File: src/rtl/multi_cycle_ctrl.sv
// Multi-cycle processor control FSM: FETCH/DECODE/EXEC/MEM/WB sequencing with
// memory handshakes, datapath selects and a retired-instruction counter.
module multi_cycle_ctrl #(
   parameter int unsigned CNT_W = 16
) (
   input  logic             clk_i,
   input  logic             rst_i,
   input  logic [5:0]       instr_op_i,
   input  logic             zero_i,
   input  logic             imem_ready_i,
   input  logic             dmem_ready_i,
   output logic             imem_req_o,
   output logic             dmem_req_o,
   output logic             dmem_we_o,
   output logic             pc_write_o,
   output logic             pc_src_o,
   output logic             ir_write_o,
   output logic [1:0]       ALUOp_o,
   output logic             alu_src_b_o,
   output logic             reg_dst_o,
   output logic             mem_to_reg_o,
   output logic             reg_write_o,
   output logic             illegal_o,
   output logic [2:0]       state_o,
   output logic [CNT_W-1:0] retire_cnt_o
);

   typedef enum logic [2:0] {
      FETCH  = 3'd0,
      DECODE = 3'd1,
      EXEC   = 3'd2,
      MEM    = 3'd3,
      WB     = 3'd4
   } state_e;

   localparam logic [5:0] OP_R    = 6'b000000;
   localparam logic [5:0] OP_ADDI = 6'b001000;
   localparam logic [5:0] OP_LW   = 6'b100011;
   localparam logic [5:0] OP_SW   = 6'b101011;
   localparam logic [5:0] OP_BEQ  = 6'b000100;
   localparam logic [5:0] OP_BNE  = 6'b000101;

   state_e           state_q, state_d;
   logic [5:0]       op_q, op_d;
   logic [CNT_W-1:0] cnt_q, cnt_d;
   logic             retire;

   logic       imem_req, dmem_req, dmem_we, pc_write, pc_src, ir_write;
   logic [1:0] alu_op;
   logic       alu_src_b, reg_dst, mem_to_reg, reg_write, illegal;

   function automatic logic is_legal(input logic [5:0] op);
      return (op == OP_R) || (op == OP_ADDI) || (op == OP_LW) ||
             (op == OP_SW) || (op == OP_BEQ) || (op == OP_BNE);
   endfunction

   always_comb begin
      state_d    = state_q;
      op_d       = op_q;
      retire     = 1'b0;
      imem_req   = 1'b0;
      dmem_req   = 1'b0;
      dmem_we    = 1'b0;
      pc_write   = 1'b0;
      pc_src     = 1'b0;
      ir_write   = 1'b0;
      alu_op     = 2'b00;
      alu_src_b  = 1'b0;
      reg_dst    = 1'b0;
      mem_to_reg = 1'b0;
      reg_write  = 1'b0;
      illegal    = 1'b0;

      case (state_q)
         FETCH: begin
            imem_req = 1'b1;
            if (imem_ready_i) begin
               ir_write = 1'b1;
               pc_write = 1'b1;
               state_d  = DECODE;
            end
         end
         DECODE: begin
            op_d = instr_op_i;
            if (is_legal(instr_op_i)) begin
               state_d = EXEC;
            end else begin
               illegal = 1'b1;
               state_d = FETCH;
            end
         end
         EXEC: begin
            case (op_q)
               OP_R: begin
                  alu_op  = 2'b10;
                  state_d = WB;
               end
               OP_ADDI: begin
                  alu_src_b = 1'b1;
                  state_d   = WB;
               end
               OP_LW, OP_SW: begin
                  alu_src_b = 1'b1;
                  state_d   = MEM;
               end
               OP_BEQ, OP_BNE: begin
                  alu_op   = 2'b01;
                  pc_src   = 1'b1;
                  pc_write = (op_q == OP_BEQ) ? zero_i : ~zero_i;
                  retire   = 1'b1;
                  state_d  = FETCH;
               end
               default: state_d = FETCH;
            endcase
         end
         MEM: begin
            dmem_req = 1'b1;
            dmem_we  = (op_q == OP_SW);
            if (dmem_ready_i) begin
               retire  = (op_q == OP_SW);
               state_d = (op_q == OP_LW) ? WB : FETCH;
            end
         end
         WB: begin
            reg_write  = 1'b1;
            reg_dst    = (op_q == OP_R);
            mem_to_reg = (op_q == OP_LW);
            retire     = 1'b1;
            state_d    = FETCH;
         end
         default: state_d = FETCH;
      endcase

      cnt_d = retire ? cnt_q + CNT_W'(1) : cnt_q;
   end

   always_ff @(posedge clk_i) begin
      if (rst_i) begin
         state_q <= FETCH;
         op_q    <= '0;
         cnt_q   <= '0;
      end else begin
         state_q <= state_d;
         op_q    <= op_d;
         cnt_q   <= cnt_d;
      end
   end

   // Reset silences every output except the visible state, before the edge lands.
   always_comb begin
      imem_req_o   = imem_req   & ~rst_i;
      dmem_req_o   = dmem_req   & ~rst_i;
      dmem_we_o    = dmem_we    & ~rst_i;
      pc_write_o   = pc_write   & ~rst_i;
      pc_src_o     = pc_src     & ~rst_i;
      ir_write_o   = ir_write   & ~rst_i;
      ALUOp_o      = rst_i ? 2'b00 : alu_op;
      alu_src_b_o  = alu_src_b  & ~rst_i;
      reg_dst_o    = reg_dst    & ~rst_i;
      mem_to_reg_o = mem_to_reg & ~rst_i;
      reg_write_o  = reg_write  & ~rst_i;
      illegal_o    = illegal    & ~rst_i;
      state_o      = state_q;
      retire_cnt_o = rst_i ? '0 : cnt_q;
   end

endmodule

File: config.mk
export PLATFORM = sky130hd
export DESIGN_NAME = multi_cycle_ctrl
export DESIGN_NICKNAME = d
export VERILOG_FILES = /design/src/rtl/multi_cycle_ctrl.sv
export SDC_FILE = /design/constraint.sdc
export NUM_CORES = 1
export LEC_CHECK = 0
export BUFFER_PORTS_ARGS = -buffer_cell sky130_fd_sc_hd__buf_2
export CAP_MARGIN = 10
export CORE_MARGIN = 4
export CORE_UTILIZATION = 52
export CTS_CLUSTER_SIZE = 28
export DETAILED_ROUTE_END_ITERATION = 6
export PLACE_DENSITY = 0.76
export SYNTH_ARGS = -nofsm -noshare
export SYNTH_HDL_FRONTEND = slang
export SYNTH_SLANG_ARGS = --single-unit
File: constraint.sdc
create_clock -name clk_i -period 1.79 [get_ports clk_i]
set_input_delay 0.358 -clock clk_i [delete_from_list [all_inputs] [get_ports clk_i]]
set_output_delay 0.358 -clock clk_i [all_outputs]
set_load 0.01 [all_outputs]
==> results of run 1 <==
## state kept, by name, summed over array words and instances, names as in the netlist
name / cells
cnt_q: 16
op_q: 6
state_o: 3
## routing by layer
| metal | up-vias | GRT usage |
|---|---|---|
| li1 | 829 | - |
| met4 | 0 | 0.0528 |
| met1 | 792 | 0.248 |
| met3 | 8 | 0.0451 |
| met5 | - | 0 |
| met2 | 51 | 0.336 |
## cell type report
type / instances / area, sq um
Sequential cell: 25 / 529
Multi-Input combinational cell: 160 / 1190
Inverter: 1 / 3.75
Clock inverter: 1 / 5.00
Tap cell: 44 / 55.1
Clock buffer: 3 / 22.5
Fill cell: 237 / 802
Timing Repair Buffer: 69 / 444
## critical path: cells and delay by family (launching register included)
family	cells	cell delay [ns]
AO/OA/AOI/OAI	1	0.18
buffers and inverters	2	0.43
AND/OR/NAND/NOR	2	0.56
flip-flops	1	0.37
multiplexers	1	0.32
## what timing repair did
| action | 4_1_cts | 5_1_grt |
|---|---|---|
| gates resized for setup | 23 | 23 |
| buffers inserted | 5 | 3 |
| endpoints found under the setup margin | 11 | 26 |
| cloned | 0 | 0 |
| hold buffers | 0 | 0 |
| pin swaps | 8 | 7 |
## power by group through the flow
stage	Sequential (mW)	Combinational, mW	Clock (mW)
2_1_floorplan	0.585	0.0816	0
6_report	0.571	0.177	0.256
5_1_grt	0.573	0.193	0.287
3_5_place_dp	0.587	0.131	0
3_3_place_gp	0.587	0.131	0
4_1_cts	0.573	0.154	0.268
## synth_stat cells (3+ instances only)
cell,number,share of area
clkbuf_1,5,0.011
nor3_1,4,0.012
nand3_1,11,0.033
nand4_1,4,0.015
nor2_1,28,0.063
a21oi_1,12,0.036
buf_2,4,0.012
nand2_1,15,0.034
buf_6,3,0.020
and3_1,3,0.011
nand2b_1,4,0.015
a21oi_2,6,0.032
o21ai_0,6,0.018
a211oi_1,7,0.032
nor2b_1,17,0.064
mux2_1,8,0.054
dfxtp_1,25,0.30
mux2_4,6,0.054
## worst min-delay path by stage
stage	to	slack, ns	cells after the start
floorplan	op_q[0]	0.49	2
global placement	op_q[3]	0.50	2
detailed placement	op_q[3]	0.50	2
CTS	op_q[3]	0.26	3
global route	op_q[2]	0.26	3
finish	op_q[3]	0.27	3
## cell families (layout without fill, tap and decap cells)
group | Yosys count | in the layout
XOR/XNOR | 1 | 1
flip-flops | 25 | 25
AO/OA/AOI/OAI | 38 | 38
multiplexers | 16 | 16
buffers and inverters | 15 | 74
adder cells (fa/ha/maj) | 1 | 1
AND/OR/NAND/NOR | 104 | 104
==> flow_summary.ini, run 1 <==
[status]
status = finished, violations left
violations = negative setup slack

[cts]
htreeDepth = 1
clock_sinks = 25
tritoncts = done
clkLatencyLatePin_ns = 0.32
cts_buffer_depth = 2
numCtsBuffers = 3
root_buffer = clkbuf_4
path_clk_slew_ns = 0.14

[placed_design]
port_buffers = 42
place.gp.congestion = 0.785
dp_cells = 291
post_dp_cell_area_sq_mm = 0.00200
dp_slack_ns = 0.0386
dpl.hpwl_um = 2940

[worst_setup_path]
endpoint = cnt_q[6]
critical_path.cell_chain = buf_4, nor2_1, nand4_2, buf_4, a21oi_2, mux2_4
r2r_start = state_o[2]
critPathMaxFanout = 12
path_class = register to register
ff2ff_path_depth = 6
reg2reg_to = cnt_q[6]
cp-end-kind = register
ff2ff_setup_slack_ns = -0.17
slowest_delay_ns = 0.37
critPathSlowestCell = dfxtp_4
required_ns = 2.02
critPathLaunch = state_o[2]
cp.arrival_ns = 2.19
crit_top_cell = buf_4
startpoint_type = register

[synthesis]
synth_top_family_by_area = simple AND/OR/NAND/NOR gates
avgSynthCellArea_sq_um = 8.28
syn_inst = 200
syn-num-nets = 212
synth_area_sq_mm = 0.00166
ys_async_sr_fraction = 0
yosysWarnings = 0
synth_compound_area_frac = 0.169
synth-xor-area-share = 0.00529
synthMuxAreaShare = 0.121
seq_area_frac_synth = 0.302
ys_seq_elements = 25
synthAdderAreaFrac = 0.00755
synth-simple-area-share = 0.344
synth-edff-count = 0
ys.flop_type = dfxtp_1
synth.distinct_cells = 45

[global_route]
track_usage = 0.196
antenna_found_initial = 0
grt_pass1_vias = 1528
grt_pass1_wl_um = 6650
grt_max_degree = 23
overflow = 0

[power]
p_switching_mw = 0.278
switching_share = 0.277
ir_worst_vdd_v = 0.000371
combPwrFrac = 0.176
seqPwrFrac = 0.569
p_int_mw = 0.726
p_per_area_mw_per_mm2 = 446
p_clk_frac = 0.255
power.leakage_nw = 0.949
power.total_mw = 1.00

[sta]
post-route-period-util = 1.09
slew_violations = 0
max_freq_mhz = 511
setup_violations = 19
finalHoldViolations = 0
skew_ns = 0.00469
grt_setup_unrepaired = true
worst_pin_slew_ns = 0.451
relSlewSlack = 0.698
holdWs_ns = 0.270
period_needed_ns = 1.96
fin_setup_tns_ns = -1.65
worst_slack_ns = -0.166

[routing]
vias = 1680
drt-met1-wl_um = 1860
vias_per_cell = 5.54
antenna_left = 0
drt-pass1-iter-count = 4
highest_layer = met4
drc_errors = 0
drtIter0Drc = 81
routedWlPerCell_um = 14.4
met3_length_um = 180
wl_um = 4350
route.met2.wl_um = 2250

[layout]
design_area_sq_mm = 0.00225
diodes = 0
drive_gt1_frac = 0.463
syn_to_final_growth_pct = 35.9
nNetsFinal = 272
final_core_util = 0.737
layout.cells.most_common = buf_2
layout_common_cells = buf_2 (42), nor2_1 (25), buf_4 (21), nor2b_1 (16), dfxtp_1 (16)
stdcell_count = 303

[die]
rows = 20
boundaryPins = 43
die_area_sq_mm = 0.00415
die_h_um = 64.4
coreArea_sq_mm = 0.00305
die_width_um = 64.4
initial_core_util = 0.543

[worst_hold_path]
min_path_type = input pin to register
min_from = instr_op_i[3]

[job]
drv_cap = 0
Note: power is estimated with default switching activity, not from simulation.
==> inputs of run 2 (changes only) <==
Settings changed: ABC_AREA set to 1, CORE_UTILIZATION 52 to 53, REMOVE_ABC_BUFFERS set to 1.
==> run 2 against run 1 <==
The run still ends with negative setup slack left. Setup slack gained 0.092 ns. Clock power rose by 2%. Combinational power decreased by 3%. Register-to-register slack improved by 0.32 ns. Die area grew 5.1%. Global-route usage rose by 2.3 points.
==> flow_summary.ini, run 2 <==
[sta]
grt_setup_unrepaired = true
slew_violations = 0
worst_slack_ns = -0.0740
relSlewSlack = 0.790
max_freq_mhz = 536
worst_pin_slew_ns = 0.314
setup_violations = 6
post-route-period-util = 1.04
period_needed_ns = 1.86
skew_ns = 0.00443
finalHoldViolations = 0

[job]
drv_cap = 0

[worst_setup_path]
reg2reg_to = cnt_q[2]
startpoint_type = register
required_ns = 1.43
critPathMaxFanout = 3
cp-end-kind = output pin
slowest_delay_ns = 0.38
path_class = register to output pin
cp.arrival_ns = 1.51
ff2ff_path_depth = 8
critPathSlowestCell = dfxtp_2
crit_top_cell = a21oi_2
critical_path.cell_chain = inv_4, nor3_4, nand3_4, a21oi_2, nand2_1, a21oi_2, buf_2
r2r_start = state_o[1]
ff2ff_setup_slack_ns = 0.15

[synthesis]
synth_area_leaders = dfxtp_1 (28%), nand2_1 (12%), nor2_1 (11%)
synth.most_common_cell = nand2_1
synthTopCellsByCount = nand2_1 (55), nor2_1 (52), inv_1 (29), dfxtp_1 (25), nand4_1 (24)
synth-edff-count = 0
synth.distinct_cells = 30
seq_area_frac_synth = 0.280
ys_seq_elements = 25
synth_area_leader_cell = dfxtp_1
ys_async_sr_fraction = 0
synth_area_sq_mm = 0.00179
syn_inst = 276
synth-simple-area-share = 0.458
synth_compound_area_frac = 0.123
synthMuxAreaShare = 0
synth-xor-area-share = 0.0343
avgSynthCellArea_sq_um = 6.47
synth_top_family_by_area = simple AND/OR/NAND/NOR gates
yosysWarnings = 0
synth.top_cell.area_share = 0.280
synthAdderAreaFrac = 0.00700
ys.flop_type = dfxtp_1

[placed_design]
place.gp.congestion = 0.838
port_buffers = 42
dp_cells = 361
dpl.hpwl_um = 3210

[layout]
nNetsFinal = 346
largest_reg_flops = 16
final_core_util = 0.719
diodes = 0
layout.cells.most_common = nand2_1
drive_gt1_frac = 0.342
layout_common_cells = nand2_1 (54), nor2_1 (47), buf_2 (42), inv_1 (27), nand4_1 (24)
stdcell_count = 377
syn_to_final_growth_pct = 25.8
top_register = cnt_q

[cts]
cts_buffer_depth = 2
clock_sinks = 25
clkLatencyLatePin_ns = 0.32
path_clk_slew_ns = 0.14
tritoncts = done
numCtsBuffers = 3
htreeDepth = 1
root_buffer = clkbuf_4

[routing]
routedWlPerCell_um = 11.8
drt-pass1-iter-count = 5
drc_errors = 0
wl_um = 4440
vias_per_cell = 5.18
antenna_left = 0
drtIter0Drc = 143
vias = 1953

[die]
coreArea_sq_mm = 0.00313
initial_core_util = 0.571
die_h_um = 66.1
die_area_sq_mm = 0.00436
die_width_um = 66.1
rows = 20
boundaryPins = 43

[global_route]
grt_pass1_vias = 1712
grt_pass1_wl_um = 7620
track_usage = 0.219
grt_max_degree = 35
antenna_found_initial = 0
overflow = 0

[power]
combPwrFrac = 0.168
p_per_area_mw_per_mm2 = 456
switching_share = 0.289
power.leakage_nw = 0.964
p_clk_frac = 0.254
p_switching_mw = 0.297
ir_worst_vdd_v = 0.000339
seqPwrFrac = 0.578
p_int_mw = 0.728

[status]
status = finished, violations left
violations = negative setup slack

[worst_hold_path]
min_path_type = input pin to register
min_from = instr_op_i[1]
hold_depth = 3
whs_endpoint = op_q[1]
[run 2: changes by cell type after synthesis, moves of 8 or more]
cell	previous run	this run
nand2_2	0	10
nand4_1	4	24
nor2b_1	17	0
nand2_1	15	55
nor2_1	28	52
inv_1	1	29
mux2_1	8	0
[run 2: worst max-delay path by stage]
| stage | to | from |
|---|---|---|
| floorplan | pc_write_o | state_o[1] |
| global placement | illegal_o | state_o[0] |
| detailed placement | pc_write_o | op_q[2] |
| CTS | pc_write_o | state_o[1] |
| global route | pc_write_o | state_o[1] |
| finish | pc_write_o | state_o[1] |
[run 2: logic make-up (layout without fill, tap and decap cells)]
family	after synthesis	after routing
AND/OR/NAND/NOR	167	167
adder cells (fa/ha/maj)	1	1
AO/OA/AOI/OAI	36	36
buffers and inverters	40	97
flip-flops	25	25
XOR/XNOR	7	7
[run 2: metal layers]
layer	wire [um]	track usage	up-vias
met4	19	0.0228	0
met2	1920	0.349	48
met1	2250	0.315	877
met3	248	0.0442	6
li1	-	-	1022
met5	0	0	-
[run 2: critical path, delay by kind of cell (launching register included)]
kind	cells	cell delay, ns
AND/OR/NAND/NOR	3	0.39
flip-flops	1	0.38
AO/OA/AOI/OAI	2	0.22
buffers and inverters	2	0.19
[run 2: layout make-up]
class                   count  area (sq um)
repair buffers             63           388
inverters                  30           115
well taps                  44          55.1
clock buffers               4          26.3
multi-input cells         211          1150
flip-flops and latches     25           513
fillers                   273           880
[run 2: stage by stage]
stage | TNS (ns) | cell area (sq um) | worst slack, ns | total power, mW | hold slack, ns
after floorplan | 0 | 1730 | 0.0546 | 0.679 | 0.420
after global placement | 0 | 2070 | 0.236 | 0.743 | 0.503
after detailed placement | 0 | 2070 | 0.182 | 0.745 | 0.496
after CTS | -0.0925 | 2180 | -0.0624 | 1.02 | 0.264
after global routing | -0.967 | 2250 | -0.180 | 1.07 | 0.289
final | -0.241 | 2250 | -0.0740 | 1.02 | 0.267
[run 2: power groups by stage]
| stage | combinational (mW) | sequential [mW] | clock, mW |
|---|---|---|---|
| 6_report | 0.172 | 0.592 | 0.261 |
| 5_1_grt | 0.192 | 0.595 | 0.283 |
| 4_1_cts | 0.161 | 0.591 | 0.268 |
| 3_5_place_dp | 0.144 | 0.601 | 0 |
| 3_3_place_gp | 0.143 | 0.600 | 0 |
| 2_1_floorplan | 0.0788 | 0.600 | 0 |
[run 2: timing repair]
| item | CTS | global route |
|---|---|---|
| endpoints found under the setup margin | 6 | 10 |
| gates resized for setup | 15 | 10 |
| pin swaps | 5 | 3 |
| hold buffers | 0 | 0 |
| buffers inserted | 7 | 5 |
